### src/rtl/multicycle_main_fsm.sv
// rtl/multicycle_main_fsm.sv - main control FSM for the multicycle RV32I core
// Sequences ALU, memory port, IR/PC and register-file enables; counts retired instructions.
module multicycle_main_fsm #(
  parameter int CNT_W        = 32,
  parameter bit ILLEGAL_HALT = 1'b0
) (
  input  logic             clk,
  input  logic             reset,
  input  logic [6:0]       op,
  input  logic [2:0]       funct3,
  input  logic             zero,
  input  logic             mem_ready,
  output logic             PCWrite,
  output logic             AdrSrc,
  output logic             MemWrite,
  output logic             IRWrite,
  output logic [1:0]       ResultSrc,
  output logic [1:0]       ALUSrcA,
  output logic [1:0]       ALUSrcB,
  output logic [1:0]       ALUOp,
  output logic             RegWrite,
  output logic             illegal,
  output logic [3:0]       state_o,
  output logic [CNT_W-1:0] instret
);

  typedef enum logic [3:0] {
    FETCH    = 4'd0,
    DECODE   = 4'd1,
    MEMADR   = 4'd2,
    MEMREAD  = 4'd3,
    MEMWB    = 4'd4,
    MEMWRITE = 4'd5,
    EXECR    = 4'd6,
    EXECI    = 4'd7,
    ALUWB    = 4'd8,
    BRANCH   = 4'd9,
    JAL      = 4'd10,
    ILLEGAL  = 4'd11
  } state_t;

  localparam logic [6:0] OP_LOAD   = 7'b0000011;
  localparam logic [6:0] OP_STORE  = 7'b0100011;
  localparam logic [6:0] OP_RTYPE  = 7'b0110011;
  localparam logic [6:0] OP_ITYPE  = 7'b0010011;
  localparam logic [6:0] OP_BRANCH = 7'b1100011;
  localparam logic [6:0] OP_JAL    = 7'b1101111;

  state_t           state_q, state_d;
  logic [CNT_W-1:0] instret_q, instret_d;
  logic             retire;
  logic             pc_write, ir_write, mem_write, reg_write, illegal_raw;
  logic             unused_funct3;

  // Only beq/bne are distinguished; the upper funct3 bits are deliberately ignored.
  assign unused_funct3 = ^funct3[2:1];

  always_ff @(posedge clk) begin
    if (reset) begin
      state_q   <= FETCH;
      instret_q <= '0;
    end else begin
      state_q   <= state_d;
      instret_q <= instret_d;
    end
  end

  always_comb begin
    state_d     = FETCH;
    retire      = 1'b0;
    pc_write    = 1'b0;
    ir_write    = 1'b0;
    mem_write   = 1'b0;
    reg_write   = 1'b0;
    illegal_raw = 1'b0;
    AdrSrc      = 1'b0;
    ResultSrc   = 2'b00;
    ALUSrcA     = 2'b00;
    ALUSrcB     = 2'b00;
    ALUOp       = 2'b00;
    case (state_q)
      FETCH: begin
        ALUSrcB   = 2'b10;
        ResultSrc = 2'b10;
        ir_write  = mem_ready;
        pc_write  = mem_ready;
        state_d   = mem_ready ? DECODE : FETCH;
      end
      DECODE: begin
        ALUSrcA = 2'b01;
        ALUSrcB = 2'b01;
        case (op)
          OP_LOAD, OP_STORE: state_d = MEMADR;
          OP_RTYPE:          state_d = EXECR;
          OP_ITYPE:          state_d = EXECI;
          OP_BRANCH:         state_d = BRANCH;
          OP_JAL:            state_d = JAL;
          default:           state_d = ILLEGAL;
        endcase
      end
      MEMADR: begin
        ALUSrcA = 2'b10;
        ALUSrcB = 2'b01;
        state_d = op[5] ? MEMWRITE : MEMREAD;
      end
      MEMREAD: begin
        AdrSrc  = 1'b1;
        state_d = mem_ready ? MEMWB : MEMREAD;
      end
      MEMWB: begin
        ResultSrc = 2'b01;
        reg_write = 1'b1;
        retire    = 1'b1;
      end
      MEMWRITE: begin
        AdrSrc    = 1'b1;
        mem_write = 1'b1;
        retire    = mem_ready;
        state_d   = mem_ready ? FETCH : MEMWRITE;
      end
      EXECR: begin
        ALUSrcA = 2'b10;
        ALUOp   = 2'b10;
        state_d = ALUWB;
      end
      EXECI: begin
        ALUSrcA = 2'b10;
        ALUSrcB = 2'b01;
        ALUOp   = 2'b10;
        state_d = ALUWB;
      end
      ALUWB: begin
        reg_write = 1'b1;
        retire    = 1'b1;
      end
      BRANCH: begin
        ALUSrcA  = 2'b10;
        ALUOp    = 2'b01;
        pc_write = zero ^ funct3[0];
        retire   = 1'b1;
      end
      JAL: begin
        ALUSrcA  = 2'b01;
        ALUSrcB  = 2'b10;
        pc_write = 1'b1;
        state_d  = ALUWB;
      end
      ILLEGAL: begin
        illegal_raw = 1'b1;
        state_d     = ILLEGAL_HALT ? ILLEGAL : FETCH;
      end
      default: state_d = FETCH;
    endcase
    instret_d = retire ? instret_q + CNT_W'(1) : instret_q;
  end

  // Reset gates every write enable so an abandoned instruction leaves no side effects.
  assign PCWrite  = pc_write    & ~reset;
  assign IRWrite  = ir_write    & ~reset;
  assign MemWrite = mem_write   & ~reset;
  assign RegWrite = reg_write   & ~reset;
  assign illegal  = illegal_raw & ~reset;
  assign state_o  = state_q;
  assign instret  = instret_q;

endmodule

### config.mk
export PLATFORM = sky130hd
export DESIGN_NAME = multicycle_main_fsm
export DESIGN_NICKNAME = d
export VERILOG_FILES = /design/src/rtl/multicycle_main_fsm.sv
export SDC_FILE = /design/constraint.sdc
export NUM_CORES = 1
export LEC_CHECK = 0
export BUFFER_PORTS_ARGS = -buffer_cell sky130_fd_sc_hd__buf_2
export CELL_PAD_IN_SITES_DETAIL_PLACEMENT = 0
export CELL_PAD_IN_SITES_GLOBAL_PLACEMENT = 2
export CORE_UTILIZATION = 29
export DETAILED_ROUTE_END_ITERATION = 12
export PLACE_DENSITY_LB_ADDON = 0.25
export SLEW_MARGIN = 10
export SYNTH_ARGS = -nofsm -noshare
export SYNTH_HDL_FRONTEND = slang
export SYNTH_SLANG_ARGS = --single-unit
export TNS_END_PERCENT = 20
### constraint.sdc
create_clock -name clk -period 2.6 [get_ports clk]
set_clock_uncertainty 0.1 [all_clocks]
set_input_delay 0.13 -clock clk [delete_from_list [all_inputs] [get_ports clk]]
set_output_delay 0.13 -clock clk [all_outputs]
set_load 0.01 [all_outputs]
======== After elaboration in Yosys (flattened, before gate mapping) ========
Index checks and enable logic that the tools add are counted.
storage, ports and cells
  register bits after elaboration ......... 36
  latch bits .............................. 0
  RAM bits ................................ 0
  ROM bits ................................ 0
  input port bits ......................... 14
  output and inout port bits .............. 50
  logic and storage cells ................. 55
  memories ................................ 0
operators by class
  add/subtract/negate cells ............... 1
  multiply operators ...................... 0
  divide/modulo/power cells ............... 0
  order comparisons ....................... 0
  equality and inequality tests ........... 17
  shift-type cells ........................ 0
  multiplexer cells ....................... 17
  bitwise logic cells ..................... 7
  reduce and logical (&&, ||, !) cells .... 11
operators with widths
  operator                                       number
  adder 32 x 1 -> 32 bit, second input constant  1
  one-hot mux 4 bit (6 select lines)             1
  one-hot mux 4 bit (5 select lines)             1
  == test 4 x 3 -> 1 bit, second input constant  4
  == test 4 bit, second input constant           4
  one-hot mux 2 bit (2 select lines)             4
  == test 7 x 6 -> 1 bit, second input constant  2
  == test 7 bit, second input constant           2
  OR reduction 2 bit                             6
  two-way mux 3 bit                              3
  OR reduction 3 bit                             3
  == test 4 x 2 -> 1 bit, second input constant  2
  == test 7 x 2 -> 1 bit, second input constant  1
  == test 7 x 5 -> 1 bit, second input constant  1
  two-way mux 1 bit                              6
  AND 1 bit                                      5
  == test 4 x 1 -> 1 bit, second input constant  1
  logical NOT 4 bit                              1
  OR reduction 4 bit                             1
  one-hot mux 1 bit (3 select lines)             1
  one-hot mux 1 bit (2 select lines)             1
  NOT 1 bit                                      1
  XOR 1 bit                                      1

======== Longest topological paths before layout ========
Gate-level depths: netlist of run 1.
  depth in word-level cells ............... 4
  gate-level depth with buffers ........... 7
  mapped depth without buffers ............ 5

======== Least setup slack after synthesis of run 1 ========
No wires, ideal clock.
  path kind ............................... reg2reg
  start point ............................. reg instret_q[0], in the netlist instret[0]
  end point ............................... reg instret_q[26], in the netlist instret[26]
  arrival ................................. 1906 ps
  required time ........................... 2379 ps
  path slack .............................. 473 ps
  stages on the path, launching flop included .. 6
  buffers on the path ..................... 0
  cell sequence ........................... dfxtp_1 ha_1 nand4b_4 or4b_1 nor4_1 mux2_2
between the ends
  longest elaborated chain between the ends .. 1
RTL lines
  item                    line  RTL
  from (decl)             50    logic [CNT_W-1:0] instret_q, instret_d;
  from (signal assigned)  64    instret_q <= instret_d;
  adder 32 x 1 -> 32 bit  154   instret_d = retire ? instret_q + CNT_W'(1) : instret_q;
Every way passes these cells.
A chain may end at the register's enable or synchronous reset.

======== Worst setup path after layout of run 1 ========
  start point ............................. reg instret_q[12], in the netlist instret[12]
  end point ............................... reg instret_q[25], in the netlist instret[25]
The elaborated chain is that of the path after synthesis.

==> results of run 1 <==
## Yosys cell counts, types with 2 or more instances
cell and count:
o31ai_1 13, or4_1 19, nand2_1 16, o21ai_0 8, inv_1 6, and4_1 2
buf_2 3, nor2_1 30, dfxtp_1 36, or3_1 4, nand3_1 9, nand4_1 7
a21oi_1 21, nor2b_1 19, clkbuf_1 20, a21o_1 3, nor4b_1 3, nor3_1 6
nor4_1 15, nand2b_1 5, or3b_2 2, and3b_1 2, mux2_2 16, or2_2 2
clkbuf_2 2
## state kept, by name, indices dropped and copies added, names as in the netlist
register / cells
instret: 32
state_o: 4
## worst paths after layout
check | slack (ps) | depth (start not counted) | end | startpoint
max | 230 | 4 | instret[25] | instret[12]
max reg2reg | 230 | 4 | instret[25] | instret[12]
min | 10 | 3 | state_o[2] | op[4]
min reg2reg | 400 | 2 | instret[7] | instret[7]
## worst reg2reg max path: cells and delay by family (launching register included)
family | cells | cell delay, ps
flip-flops | 1 | 460
multiplexers | 1 | 370
AND/OR/NAND/NOR | 3 | 1340
## where the power goes
part | switching (W) | total, W | internal [W]
combinational | 0.000310 | 0.000508 | 0.000198
clock | 0.000214 | 0.000450 | 0.000236
sequential | 0.0000197 | 0.000590 | 0.000571
## kinds of logic (layout without fill, tap and decap cells)
logic type / after synthesis / in the layout / share of synthesized area (%)
and+or+nand+nor: 148 / 148 / 38.5
AOI/OAI and AO/OA: 52 / 52 / 14.1
DFF: 36 / 36 / 32.0
buffers and inverters: 32 / 84 / 5.61
muxes: 17 / 17 / 8.44
xor gates and xnor gates: 2 / 2 / 0.777
adders and majority gates: 1 / 1 / 0.555
## layout make-up
| type | count | area [um2] |
|---|---|---|
| multi-input combinational | 220 | 1410 |
| fill | 821 | 4610 |
| tap | 99 | 124 |
| timing repair buffer | 71 | 393 |
| clock buffer | 7 | 96.3 |
| inverter | 6 | 22.5 |
| sequential | 36 | 721 |
## routing by layer
| metal | GRT usage (%) | wire length (um) | part of all wire (%) |
|---|---|---|---|
| met4 | 5.91 | 85 | 1.4 |
| met2 | 23.9 | 2620 | 43 |
| met3 | 3.21 | 220 | 3.6 |
| met1 | 22.1 | 3170 | 52 |
| met5 | 0 | 0 | 0 |
## stage by stage
stage	instances	util, %	setup WS (ps)
6_report	439	37.5	232
5_1_grt	439	37.5	24.1
4_1_cts	439	37.5	242
3_5_place_dp	432	36.2	265
3_3_place_gp	432	36.2	285
2_1_floorplan	288	-	473
==> metrics.md, run 1 <==
| Metric | Value |
|---|---|
| Outcome | `completed` |
| DRT antenna net count | `0` |
| Crit Path Class | `reg2reg` |
| GR Overflow Total | `0` |
| Chip width | `approximately 90 um` |
| Yosys warns | `0` |
| Measured slew at the worst slew-check pin | `between 800 and 900 ps` |
| Flops & latches, synth | `36` |
| H-Tree Depth | `2` |
| First drt pass iteration count | `4` |
| Vias post-DR | `approximately 2,300` |
| PD cells | `between 500 and 600 nW/um2` |
| Setup TNS | `0 ps` |
| Ant. Diodes | `0` |
| Total track usage | `between 10% and 20%` |
| Initial antenna violation count | `0` |
| Synth cell types | `44` |
| Nets@finish | `~360` |
| Top_reg_cell synth | `dfxtp_1` |
| Async SR Flop Fraction | `0%` |
| Final setup vio count | `0` |
| RSZ-0062 raised after global routing | `false` |
| EDFF count, synth | `0` |
| Clock Tree Root | `clkbuf_8` |
| Num rows | `31` |
| CTS tree | `yes` |
| HP Class | `in2reg` |
| Max-Cap Viols | `0` |
| Slew Limit Fails | `0` |
| Vias in the first global route | `between 2,000 and 2,500` |
| Buffers and inverters on the worst path | `0` |
| Via density | `5.21` |
| Die area | `around 8100 um2` |
| Fin crit share | `91.1%` |
| DRC Markers | `0` |
| Die Y | `around 90 um` |
| WP data required | `about 2700 ps` |
| Synth-to-Final Area Change | `22.6%` |
| First-pass GRT wire length | `10.5 mm` |
| Cts bufs inserted | `5` |
| Post-Synthesis Cells | `between 200 and 300` |
| CP max-delay cell | `or4_1` |
| Crit path max fanout | `10` |
| Cell accounting for the most synthesized area | `dfxtp_1` |
| Syn_nets | `just over 300` |
| Synthesized area per cell | `about 8 um2` |
| Pleak | `roughly 1.1 nW` |
| Post-route cell area | `approximately 2800 um2` |
| Top delay family on crit path | `simple AND/OR/NAND/NOR gates` |
| Slew HR | `~45%` |
| Io pins | `64` |
| CP Capture Type | `flop` |
| Worst path cell trace | `nand4_1 > or4_1 > nor4_1 > mux2_2` |
| Hpwl dp | `around 4.1 mm` |
| Core area | `7370 um2` |
| Total power draw | `between 0.0015 and 0.002 W` |
| Wire per inst | `13.9 um` |
| Worst skew pair latency | `around 290 ps` |
| Most common cell after layout, fill and taps aside | `buf_2` |
| Total Wirelength | `6.10 mm` |
| Synth top area share | `a little under a third` |
| Setup Fix Bufs, Post-CTS | `0` |
| CP peak stage delay | `~750 ps` |
| Register area share after synthesis | `about a third` |
| CP Launch Type | `flop` |
| Pin count of the biggest net entering global routing | `between 40 and 50` |
| Synthesized area | `between 2000 and 2500 um2` |
| First DRT Iteration DRCs | `around 130` |
| Peak supply drop | `a little over 0.2 mV` |
| Cts hold-fix bufs | `0` |
| Gpl congestion | `0.730` |
| # port buffers | `just over 60` |
| Area contributors post-synth | `dfxtp_1 (32%), mux2_2 (8.0%), or4_1 (6.3%), nor2b_1 (5.3%), nor2_1 (5.0%)` |
| Area after DPL | `around 2700 um2` |
| Final hold slack | `approximately 12 ps` |
| Final Hold Violating Endpoints | `0` |
| F_max | `between 400 and 500 MHz` |
| Share of cells above drive strength 1 | `between 20 and 30%` |
| Post-CTS Resized | `0` |
| Most frequent cells in the layout | `buf_2 (61), dfxtp_1 (36), nor2_1 (30), a21oi_1 (21)` |
| Crit path DAT | `about 2500 ps` |
| Initial core utilization | `between 30% and 40%` |
| Clock slew at reported path FFs | `~70 ps` |
| Clock buffer depth | `2` |
| Clock period minus worst slack | `about 2400 ps` |
| CTS sink count | `36` |
No activity file was read; power rests on OpenSTA's default activity.
==> run 2, diff against run 1 <==
- CELL_PAD_IN_SITES_DETAIL_PLACEMENT: 0 -> default
- CELL_PAD_IN_SITES_GLOBAL_PLACEMENT: 2 -> default
- CORE_UTILIZATION: 29 -> 52
- REMOVE_ABC_BUFFERS: default -> 1
- SLEW_MARGIN: 10 -> 40
==> metrics.md, run 2 (same netlist as run 1, synthesis figures left out) <==
| Metric | Value |
|---|---|
| Outcome | `completed` |
| Crit path DAT | `2380 ps (-70 ps)` |
| CP Launch Type | `flop` |
| Total Wirelength | `5.09 mm (-17%)` |
| R2R setup slack | `310 ps (+80 ps)` |
| Worst skew pair latency | `290 ps (about the same)` |
| Clock period minus worst slack | `2290 ps (-75.8 ps)` |
| Max FFs per register | `32 (unchanged)` |
| Post-route cell area | `2690 um2 (-2.8%)` |
| Setup TNS | `0 ps (unchanged)` |
| CP peak stage delay | `750 ps (about the same)` |
| Die area | `4600 um2 (-43%)` |
| CP Capture Point | `instret[27]` |
| Worst Setup SP | `instret[9]` |
| Setup Fix Bufs, Post-CTS | `0 (unchanged)` |
| Core area | `4090 um2 (-45%)` |
| Clock buffer depth | `2 (unchanged)` |
| Io pins | `64 (unchanged)` |
| Pleak | `1.12 nW (-0.73%)` |
| Crit Path Class | `reg2reg` |
| Peak supply drop | `0.348 mV (+69%)` |
| Via density | `5.82 (+12%)` |
| Cts hold-fix bufs | `0 (unchanged)` |
| Initial antenna violation count | `0 (unchanged)` |
| Register Area | `721 um2 (unchanged)` |
| CTS tree | `yes` |
| WP data required | `2690 ps (about the same)` |
| Reg-to-Reg End | `instret[27]` |
| Num rows | `23 (-26%)` |
| Crit path max fanout | `10 (unchanged)` |
| GR Overflow Total | `0 (unchanged)` |
| Measured slew at the worst slew-check pin | `488 ps (-338 ps)` |
| Ant. Diodes | `0 (unchanged)` |
| Max-Cap Viols | `0 (unchanged)` |
| CP Capture Type | `flop` |
| First-pass GRT wire length | `8.19 mm (-22%)` |
| Final Hold Violating Endpoints | `0 (unchanged)` |
| Hpwl dp | `3.51 mm (-15%)` |
| DRT antenna net count | `0 (unchanged)` |
| Slew HR | `67.4% (+23 points)` |
| Synth-to-Final Area Change | `19.2%` |
| CTS sink count | `36 (unchanged)` |
| DRC Markers | `0 (unchanged)` |
| Area after DPL | `2590 um2 (-2.9%)` |
| Fillers | `361 (-56%)` |
| HP Class | `in2reg` |
| F_max | `436 MHz (+3.3%)` |
| Top delay family on crit path | `simple AND/OR/NAND/NOR gates` |
| Clock Tree Root | `clkbuf_8` |
| Share of cells above drive strength 1 | `29.2% (-0.21 points)` |
| Most common cell after layout, fill and taps aside | `buf_2` |
| Cts bufs inserted | `5 (unchanged)` |
| # port buffers | `61 (unchanged)` |
| Post-CTS Resized | `0 (unchanged)` |
| Slew Limit Fails | `0 (unchanged)` |
| CP max-delay cell | `or4_1` |
| Chip width | `67.8 um (-25%)` |
| H-Tree Depth | `2 (unchanged)` |
| Vias in the first global route | `1,861 (-14%)` |
| Clock slew at reported path FFs | `80 ps (about the same)` |
| Final setup vio count | `0 (unchanged)` |
| Vias post-DR | `2,264 (-0.92%)` |
| Origin of the critical flop-to-flop path | `instret[9]` |
| Wire per inst | `13.1 um (-5.8%)` |
| Most frequent cells in the layout | `buf_2 (60), dfxtp_1 (36), nor2_1 (30), a21oi_1 (21)` |
| Nets@finish | `353 (-0.56%)` |
| PD cells | `559 nW/um2 (-0.32%)` |
| R2r worst-path depth | `4 (unchanged)` |
| CP Depth | `4 (unchanged)` |
| RSZ-0062 raised after global routing | `false` |
| Initial core utilization | `55.1% (+25 points)` |
| First drt pass iteration count | `7 (+3)` |
| Buffers and inverters on the worst path | `0 (unchanged)` |
| Die Y | `67.8 um (-25%)` |
| Fin crit share | `88.2% (-2.9 points)` |
| First DRT Iteration DRCs | `162 (+30%)` |
| Total track usage | `23.1% (+7.3 points)` |
| Worst path cell trace | `nand4_2 > or4_1 > nor4_1 > mux2_2` |
| Gpl congestion | `0.725 (-0.67%)` |
| Pin count of the biggest net entering global routing | `52 (+6.1%)` |
| Multi-input gate area | `1410 um2 (unchanged)` |
-- run 2: per-stage QoR --
step | cells | power (W) | utilization (%) | hold slack (ps) | setup slack (ps)
finish | 389 | 0.00150 | 65.7 | 16.6 | 308
global route | 389 | 0.00159 | 65.7 | 27.3 | 181
CTS | 389 | 0.00151 | 65.6 | 10.5 | 300
detailed placement | 381 | 0.00109 | 63.4 | 318 | 294
global placement | 381 | 0.00108 | 63.4 | 316 | 341
floorplan | 262 | 0.000896 | - | 99.1 | 264
-- run 2: worst min-delay path by stage --
stage	startpoint	endpoint	slack, ps	cells past startpoint
3_3_place_gp	op[4]	state_o[2]	320	3
6_report	op[4]	state_o[2]	20	3
5_1_grt	op[4]	state_o[2]	30	3
3_5_place_dp	op[4]	state_o[2]	320	3
4_1_cts	op[4]	state_o[2]	10	3
2_1_floorplan	reset	instret[0]	100	1
-- run 2: tightest hold or removal path: cells and delay by family --
kind | cells | cell delay (ps)
AO/OA/AOI/OAI | 1 | 60
buffers and inverters | 1 | 110
AND/OR/NAND/NOR | 1 | 60
-- run 2: cell type report --
class	instances	share of cell area, %
multi-input combinational	220	52.4
sequential	36	26.8
timing repair buffer	69	14.2
clock buffer	6	3.08
tap	50	2.33
inverter	6	0.839
clock inverter	2	0.373
-- run 2: metal layers --
layer	up-vias	part of all wire (%)	track usage, %
met5	-	0	0
met4	0	0.92	6.25
met3	5	3.6	5.83
met2	48	48	40.2
met1	1049	48	28.1
li1	1162	-	-
-- run 2: where the power goes --
group | leakage [nW] | total (W) | switching (W) | internal [W]
logic | 0.778 | 0.000492 | 0.000298 | 0.000194
registers | 0.290 | 0.000589 | 0.0000186 | 0.000571
clock network | 0.0510 | 0.000419 | 0.000207 | 0.000212
total | 1.12 | 0.00150 | 0.000524 | 0.000976
